==> src/rtl/jesd_tx_pattern_gen.sv <==
// rtl/jesd_tx_pattern_gen.sv - JESD TX user-data test source: one ramp/PRBS15 frame per trigger edge
//
// Purpose: on each rising edge of the switch input, emit FRAME_LEN 32-bit words
// into the JESD TX core, paced by tx_tready; drive IDLE_WORD otherwise.
// Optional feature macro: JESD_TX_PRBS_EN (adds PRBS15 frames selected by mode=1).
//
// Ports:
//   sysclk       in   clock, all logic on its rising edge
//   reset        in   synchronous, active-high
//   trig_in      in   asynchronous switch level; each rising edge starts one frame
//   mode         in   0 = ramp, 1 = PRBS15 (only with JESD_TX_PRBS_EN)
//   tx_tready    in   TX core accepts tx_tdata on every cycle this is 1
//   tx_tdata     out  sample word, [15:0] even sample, [31:16] odd sample
//   busy         out  1 while a frame is being sent
//   frame_start  out  1-cycle pulse on the first cycle of a frame
//   frame_done   out  1-cycle pulse on the cycle after the last word is accepted
//   frame_cnt    out  completed frame count, wraps at 16 bits

module jesd_tx_pattern_gen #(
  parameter int unsigned FRAME_LEN = 256,
  parameter logic [15:0] START_VAL = 16'h0000,
  parameter logic [31:0] IDLE_WORD = 32'h0000_0000
) (
  input  logic        sysclk,
  input  logic        reset,
  input  logic        trig_in,
  input  logic        mode,
  input  logic        tx_tready,
  output logic [31:0] tx_tdata,
  output logic        busy,
  output logic        frame_start,
  output logic        frame_done,
  output logic [15:0] frame_cnt
);

  localparam int unsigned   KW     = (FRAME_LEN > 2) ? $clog2(FRAME_LEN) : 1;
  localparam logic [KW-1:0] K_LAST = KW'(FRAME_LEN - 1);

  typedef enum logic {
    IDLE = 1'b0,
    SEND = 1'b1
  } state_t;

  state_t        state_q, state_d;
  logic [KW-1:0] k_q, k_d;
  logic [31:0]   tx_tdata_q, tx_tdata_d;
  logic          frame_start_q, frame_start_d;
  logic          frame_done_q, frame_done_d;
  logic [15:0]   frame_cnt_q, frame_cnt_d;
  logic          s1_q, s2_q, s3_q;
  logic          rise;
  logic [KW-1:0] k_inc;

  // Ramp word k: even sample START_VAL+2k in the low half, odd sample above it.
  function automatic logic [31:0] ramp_word(input logic [15:0] k);
    logic [15:0] even;
    even = START_VAL + (k << 1);
    return {even + 16'd1, even};
  endfunction

`ifdef JESD_TX_PRBS_EN
  localparam logic [14:0] PRBS_SEED = 15'h7FFF;

  logic [14:0] lfsr_q, lfsr_d;
  logic        mode_q, mode_d;
  logic [46:0] prbs_nxt;

  // Advance x^15+x^14+1 by 32 steps. lfsr[0] holds the newest bit; each new
  // serial bit is also the output bit, so the first one lands in word[31].
  function automatic logic [46:0] prbs_step32(input logic [14:0] s);
    logic [14:0] st;
    logic [31:0] w;
    logic        b;
    st = s;
    w  = '0;
    for (int i = 0; i < 32; i++) begin
      b  = st[14] ^ st[13];
      st = {st[13:0], b};
      w  = {w[30:0], b};
    end
    return {w, st};
  endfunction
`else
  logic unused_mode;
  assign unused_mode = mode;
`endif

  // Level-to-pulse: s3 is the delayed copy of the synchronised level.
  assign rise  = s2_q & ~s3_q;
  assign k_inc = k_q + KW'(1);

  always_comb begin
    state_d       = state_q;
    k_d           = k_q;
    tx_tdata_d    = tx_tdata_q;
    frame_start_d = 1'b0;
    frame_done_d  = 1'b0;
    frame_cnt_d   = frame_cnt_q;
`ifdef JESD_TX_PRBS_EN
    mode_d   = mode_q;
    lfsr_d   = lfsr_q;
    // Word 0 comes from the seed; later words continue from the held state.
    prbs_nxt = prbs_step32((state_q == SEND) ? lfsr_q : PRBS_SEED);
`endif
    case (state_q)
      IDLE: begin
        tx_tdata_d = IDLE_WORD;
        if (rise) begin
          state_d       = SEND;
          k_d           = '0;
          frame_start_d = 1'b1;
          tx_tdata_d    = ramp_word(16'd0);
`ifdef JESD_TX_PRBS_EN
          mode_d = mode;
          if (mode) begin
            tx_tdata_d = prbs_nxt[46:15];
            lfsr_d     = prbs_nxt[14:0];
          end
`endif
        end
      end
      SEND: begin
        // Without tready everything holds, so a stall of any length is lossless.
        if (tx_tready) begin
          if (k_q == K_LAST) begin
            state_d      = IDLE;
            tx_tdata_d   = IDLE_WORD;
            frame_done_d = 1'b1;
            frame_cnt_d  = frame_cnt_q + 16'd1;
          end else begin
            k_d        = k_inc;
            tx_tdata_d = ramp_word(16'(k_inc));
`ifdef JESD_TX_PRBS_EN
            if (mode_q) begin
              tx_tdata_d = prbs_nxt[46:15];
              lfsr_d     = prbs_nxt[14:0];
            end
`endif
          end
        end
      end
      default: state_d = IDLE;
    endcase
  end

  always_ff @(posedge sysclk) begin
    if (reset) begin
      state_q       <= IDLE;
      k_q           <= '0;
      tx_tdata_q    <= IDLE_WORD;
      frame_start_q <= 1'b0;
      frame_done_q  <= 1'b0;
      frame_cnt_q   <= 16'd0;
      s1_q          <= 1'b0;
      s2_q          <= 1'b0;
      s3_q          <= 1'b0;
`ifdef JESD_TX_PRBS_EN
      mode_q        <= 1'b0;
      lfsr_q        <= PRBS_SEED;
`endif
    end else begin
      state_q       <= state_d;
      k_q           <= k_d;
      tx_tdata_q    <= tx_tdata_d;
      frame_start_q <= frame_start_d;
      frame_done_q  <= frame_done_d;
      frame_cnt_q   <= frame_cnt_d;
      s1_q          <= trig_in;
      s2_q          <= s1_q;
      s3_q          <= s2_q;
`ifdef JESD_TX_PRBS_EN
      mode_q        <= mode_d;
      lfsr_q        <= lfsr_d;
`endif
    end
  end

  assign tx_tdata    = tx_tdata_q;
  assign busy        = (state_q == SEND);
  assign frame_start = frame_start_q;
  assign frame_done  = frame_done_q;
  assign frame_cnt   = frame_cnt_q;

endmodule
==> config.mk <==
export PLATFORM = sky130hd
export DESIGN_NAME = jesd_tx_pattern_gen
export DESIGN_NICKNAME = d
export VERILOG_FILES = /design/src/rtl/jesd_tx_pattern_gen.sv
export SDC_FILE = /design/constraint.sdc
export NUM_CORES = 1
export LEC_CHECK = 0
export BUFFER_PORTS_ARGS = -buffer_cell sky130_fd_sc_hd__buf_2
export CORE_MARGIN = 2
export CORE_UTILIZATION = 45
export CTS_BUF_LIST = sky130_fd_sc_hd__clkbuf_4
export CTS_CLUSTER_SIZE = 30
export DETAILED_ROUTE_END_ITERATION = 10
export PLACE_DENSITY = 0.71
export RECOVER_POWER = 50
export SYNTH_ARGS = -nofsm -noshare
export SYNTH_HDL_FRONTEND = slang
export SYNTH_SLANG_ARGS = --single-unit
==> constraint.sdc <==
create_clock -name sysclk -period 2.9 [get_ports sysclk]
set_input_delay 0 -clock sysclk [delete_from_list [all_inputs] [get_ports sysclk]]
set_output_delay 0 -clock sysclk [all_outputs]
set_load 0.05 [all_outputs]
==> flow_summary.json, run 1 <==
{
  "run_status": "complete, no violations",
  "synthAdderAreaFrac": 0.0130,
  "synth.most_common_cell": "dfxtp_1",
  "ir_drop_mv": 0.241,
  "drc": 0,
  "row_count": 23,
  "synth.distinct_cells": 45,
  "ys_seq_area_frac": 0.405,
  "initial_core_util": 0.475,
  "antennaDiodeCount": 0,
  "post_cts_resized": 0,
  "cts_root_buf": "clkbuf_4",
  "rsz0062_at_grt": "false",
  "skew_ps": 8.04,
  "grt_antenna_before_repair": 0,
  "worstPathArrival_ps": 2570,
  "cts_tree": "built",
  "drt_iter0_markers": 101,
  "startpoint_type": "flop",
  "synth_compound_area_frac": 0.166,
  "syn_area_per_cell_um2": 8.60,
  "drive_above_1_share": 0.0949,
  "yosys.area_share.simple": 0.244,
  "cap_violations": 0,
  "synth-edff-count": 0,
  "leakagePower_nw": 0.705,
  "die-area_um2": 4820,
  "synth_top_family_by_area": "simple AND/OR/NAND/NOR gates",
  "yosys_most_used_dff": "dfxtp_1",
  "io_buffers": 39,
  "crit_type": "reg -> reg",
  "cpPeakStageDelay_ps": 620,
  "setup_viol": 0,
  "path_buf_inv": 0,
  "critPathRequiredTime_ps": 3170,
  "fp.dieH_um": 69.4,
  "cts_setup_buffers": 0,
  "path_cells": "ha_1 > nand4_1 > or4_4 > or4_1 > a21oi_1",
  "tritoncts.num_buffers": 5,
  "wl_um": 3820,
  "synth_area_leader_cell": "dfxtp_1",
  "holdWs_ps": 36.9,
  "hp-class": "in -> reg",
  "hold_viol_final": 0,
  "synth_commonest_cells": "dfxtp_1 (39), buf_4 (23), a21oi_1 (19), nor2_1 (15), nand2_1 (11)",
  "path_clk_slew_ps": 110,
  "grt_pass1_vias": 1331,
  "drv_slew": 0,
  "fin_nets": 259,
  "synth_top_area_share": 0.405,
  "synthArstFlopShare": 0,
  "critPathCaptureType": "flop",
  "vias": 1642,
  "grt_usage": 0.156,
  "power_density_nw_per_um2": 446,
  "synth_xor_area_frac": 0.0364,
  "synth_cells": 224,
  "core-area_um2": 4060,
  "dpl_cell_area_um2": 2020,
  "crit_slowest_cell": "or4_4",
  "cts_sinks": 39,
  "grt_overflow_total": 0,
  "first_pass_iters": 4,
  "fin_area_um2": 2050,
  "ctsHoldBuffers": 1,
  "grt_max_degree": 38,
  "dp_hpwl_um": 2670,
  "grt_pass1_wl_um": 6110,
  "max_freq_ghz": 0.434,
  "cts.path.max_buffers": 2,
  "worst-path-max-fanout": 12,
  "ys_top_cells_by_area": "dfxtp_1 (41%), buf_4 (9.0%), a21oi_1 (4.9%)",
  "antenna_left": 0,
  "fin_crit_ps": 2300,
  "cp_top_family": "simple AND/OR/NAND/NOR gates",
  "clock_latency_ps": 340,
  "area_growth_pct": 6.43,
  "worst_slew_pin_slew_ps": 868,
  "fill_cells": 414,
  "slew_headroom": 0.414,
  "ios": 56,
  "die_w_um": 69.4,
  "ctsHtreeMaxLevel": 2,
  "muxShareOfSynthArea": 0.00520,
  "viasPerCell": 5.42,
  "fin_crit_sh": 0.794,
  "place.gp.congestion": 0.780,
  "detail_route.wl_per_cell_um": 12.6,
  "setup-tns-final_ps": 0,
  "yosys_warnings": 0,
  "yosys_register_bits": 39,
  "netlist_area_um2": 1930
}
## per-layer routing
layer  wire [µm]  up-vias  GRT usage
met4          70        0     0.0654
met2        1770       54      0.249
met3         219        7     0.0349
li1            -      835          -
met1        1760      746      0.204
met5           0        -          0
## cells in the final DEF (no fill, tap or decap), drive strengths merged, types with 6 or more instances in the layout
cell / synthesis / routed
or3: 9 / 9
nand3: 11 / 11
o31ai: 6 / 6
nor2: 15 / 15
and3: 7 / 7
buf: 25 / 8
nand2: 11 / 11
dfxtp: 39 / 39
conb: 1 / 15
a21oi: 19 / 19
clkbuf: 10 / 40
o21ai: 8 / 8
## kinds of logic after synthesis
logic type                 count (synthesis)
AOI/OAI and AO/OA                         51
xor gates and xnor gates                   8
adders and majority gates                  2
buffers and inverters                     40
DFF                                       39
muxes                                      1
other                                      1
and+or+nand+nor                           82
## metrics by stage
stage	std cells	util	power [mW]	setup WS, ps
after floorplan	238	-	0.649	588
after global placement	294	0.499	0.644	685
after detailed placement	294	0.499	0.644	628
after CTS	303	0.515	0.926	591
after global routing	303	0.505	0.954	444
final	303	0.505	0.914	597
## flip-flops by register name, indices dropped and copies added (netlist names)
name / count
s3_q: 1
k_q: 8
frame_cnt: 16
tx_tdata: 9
s2_q: 1
frame_start: 1
s1_q: 1
frame_done: 1
busy: 1
## cell type report
| class | instances | area (µm²) | area share |
|---|---|---|---|
| Timing Repair Buffer | 42 | 179 | 0.0873 |
| Sequential cell | 39 | 781 | 0.381 |
| Clock inverter | 1 | 5.00 | 0.00244 |
| Inverter | 5 | 18.8 | 0.00916 |
| Tap cell | 50 | 62.6 | 0.0305 |
| Clock buffer | 7 | 52.6 | 0.0256 |
| Multi-Input combinational cell | 159 | 951 | 0.464 |
## final timing paths
check / startpoint / to / slack [ps] / depth (start not counted)
setup reg to reg: k_q[1] / frame_cnt[15] / 600 / 5
hold reg to reg: s1_q / s2_q / 450 / 1
hold / removal: tx_tready / tx_tdata[23] / 40 / 2
setup / recovery: k_q[1] / frame_cnt[15] / 600 / 5
## report_power, final
part	leakage [nW]	switching [mW]	internal [mW]
combinational	0.354	0.0760	0.0119
clock	0.0361	0.168	0.113
sequential	0.315	0.00438	0.540
total	0.705	0.249	0.665
Power figures use the tool's default switching activity.
==> run 2: changes to the inputs <==
==> constraint.sdc (replaced) <==
create_clock -name sysclk -period 2.38 [get_ports sysclk]
set_input_delay 0 -clock sysclk [delete_from_list [all_inputs] [get_ports sysclk]]
set_output_delay 0 -clock sysclk [all_outputs]
set_load 0.05 [all_outputs]
==> run 2 against run 1 <==
Utilization is 0.71 points higher; sequential share of layout area is 0.53 points lower; final cell count is 1.3% higher; flip-flop and latch count stayed put; routed wire length is 0.76% higher; global-route usage is 0.87 points higher.
==> flow_summary.json, run 2 (synthesized netlist as in run 1, its figures left out) <==
{
  "pre_cts_ws_ps": 259,
  "detail_route.wl_per_cell_um": 12.5,
  "setup-tns-final_ps": 0,
  "viasPerCell": 5.38,
  "seqCellArea_um2": 781,
  "pwr-share-clk": 0.306,
  "cts_sinks": 39,
  "cts.path.max_buffers": 2,
  "largest_reg_flops": 16,
  "core-area_um2": 4060,
  "grt_usage": 0.165,
  "antenna_left": 0,
  "drt_iter0_markers": 89,
  "row_count": 23,
  "worst-path-max-fanout": 12,
  "max_freq_ghz": 0.469,
  "drv_slew": 0,
  "io_buffers": 39,
  "wl_um": 3850,
  "fill_cells": 427,
  "tritoncts.num_buffers": 5,
  "skew_ps": 16.2,
  "run_status": "complete, no violations",
  "grt_overflow_total": 0,
  "worstPathArrival_ps": 2420,
  "fin_nets": 263,
  "slew_headroom": 0.601,
  "drc": 0,
  "grt_antenna_before_repair": 0,
  "first_pass_iters": 4,
  "initial_core_util": 0.475,
  "combPwrFrac": 0.101,
  "crit_type": "reg -> reg",
  "pwr-share-seq": 0.593,
  "grt_pass1_wl_um": 6400,
  "critPathRequiredTime_ps": 2670,
  "layout_common_cells": "dfxtp_1 (39), clkbuf_1 (34), a21oi_1 (19)",
  "fp.dieH_um": 69.4,
  "die-area_um2": 4820,
  "fin_crit_sh": 0.896,
  "p_sw_uw": 326,
  "leakagePower_nw": 0.711,
  "post_cts_resized": 0,
  "vias": 1653,
  "cts_tree": "built",
  "setup_slack_ps": 248,
  "rsz0062_at_grt": "false",
  "antennaDiodeCount": 0,
  "drive_above_1_share": 0.105,
  "hold_viol_final": 0,
  "p_int_uw": 788,
  "worst_slew_pin_slew_ps": 600,
  "power_density_nw_per_um2": 536,
  "dp_hpwl_um": 2720,
  "layout_commonest_cell": "dfxtp_1",
  "cts_root_buf": "clkbuf_4",
  "p_sw_frac": 0.293,
  "hp-class": "in -> reg",
  "clock_latency_ps": 360,
  "critPathCaptureType": "flop",
  "ir_drop_mv": 0.296,
  "ctsHtreeMaxLevel": 2,
  "path_clk_slew_ps": 130,
  "grt_max_degree": 29,
  "area_growth_pct": 7.93,
  "die_w_um": 69.4,
  "ios": 56,
  "multi_input_area_um2": 951,
  "fin_crit_ps": 2130,
  "final_core_utilization": 0.512,
  "place.gp.congestion": 0.778,
  "setup_viol": 0,
  "grt_pass1_vias": 1402,
  "cap_violations": 0,
  "startpoint_type": "flop"
}
## run 2: worst max-delay path: stages, from the launching register on
cell     delay (ps)
dfxtp_1         390
ha_1            180
nand4_1         200
or4_4           630
or4_1           520
a21oi_1         150
## run 2: final cells by class
class / instances / share of cell area
Clock buffer: 5 / 0.0181
Clock inverter: 3 / 0.00963
Inverter: 5 / 0.00903
Multi-Input combinational cell: 159 / 0.458
Sequential cell: 39 / 0.376
Tap cell: 50 / 0.0301
Timing Repair Buffer: 46 / 0.0999
## run 2: path summary, 6_finish.rpt
kind / start / endpoint / slack [ps] / depth (start not counted)
min reg2reg: s1_q / s2_q / 460 / 1
max: k_q[1] / frame_cnt[15] / 250 / 5
min: tx_tready / tx_tdata[19] / 20 / 2
max reg2reg: k_q[1] / frame_cnt[15] / 250 / 5
## run 2: what timing repair did
| action | 4_1_cts | 5_1_grt |
|---|---|---|
| hold endpoints to repair | 1 | 0 |
| buffers inserted | 0 | 0 |
| hold buffers | 1 | 0 |
## run 2: routing by layer
| metal | up-vias | routed length [µm] | track usage |
|---|---|---|---|
| li1 | 830 | - | - |
| met1 | 754 | 1800 | 0.218 |
| met2 | 63 | 1710 | 0.244 |
| met3 | 6 | 276 | 0.0494 |
| met4 | 0 | 72 | 0.0828 |
| met5 | - | 0 | 0 |
## run 2: metrics by stage
step	power (mW)	hold slack, ps	cell area (µm²)	instances
after floorplan	0.791	128	1980	238
after global placement	0.788	210	2050	298
after detailed placement	0.788	215	2050	298
after CTS	1.13	1.13	2120	307
after global routing	1.18	12.3	2080	307
final	1.11	19.8	2080	307
## run 2: power by group through the flow
stage / Combinational [mW] / Sequential [mW] / Clock [mW]
6_report: 0.113 / 0.661 / 0.341
3_3_place_gp: 0.113 / 0.676 / 0
4_1_cts: 0.113 / 0.661 / 0.355
5_1_grt: 0.119 / 0.662 / 0.394
3_5_place_dp: 0.112 / 0.676 / 0
2_1_floorplan: 0.104 / 0.687 / 0
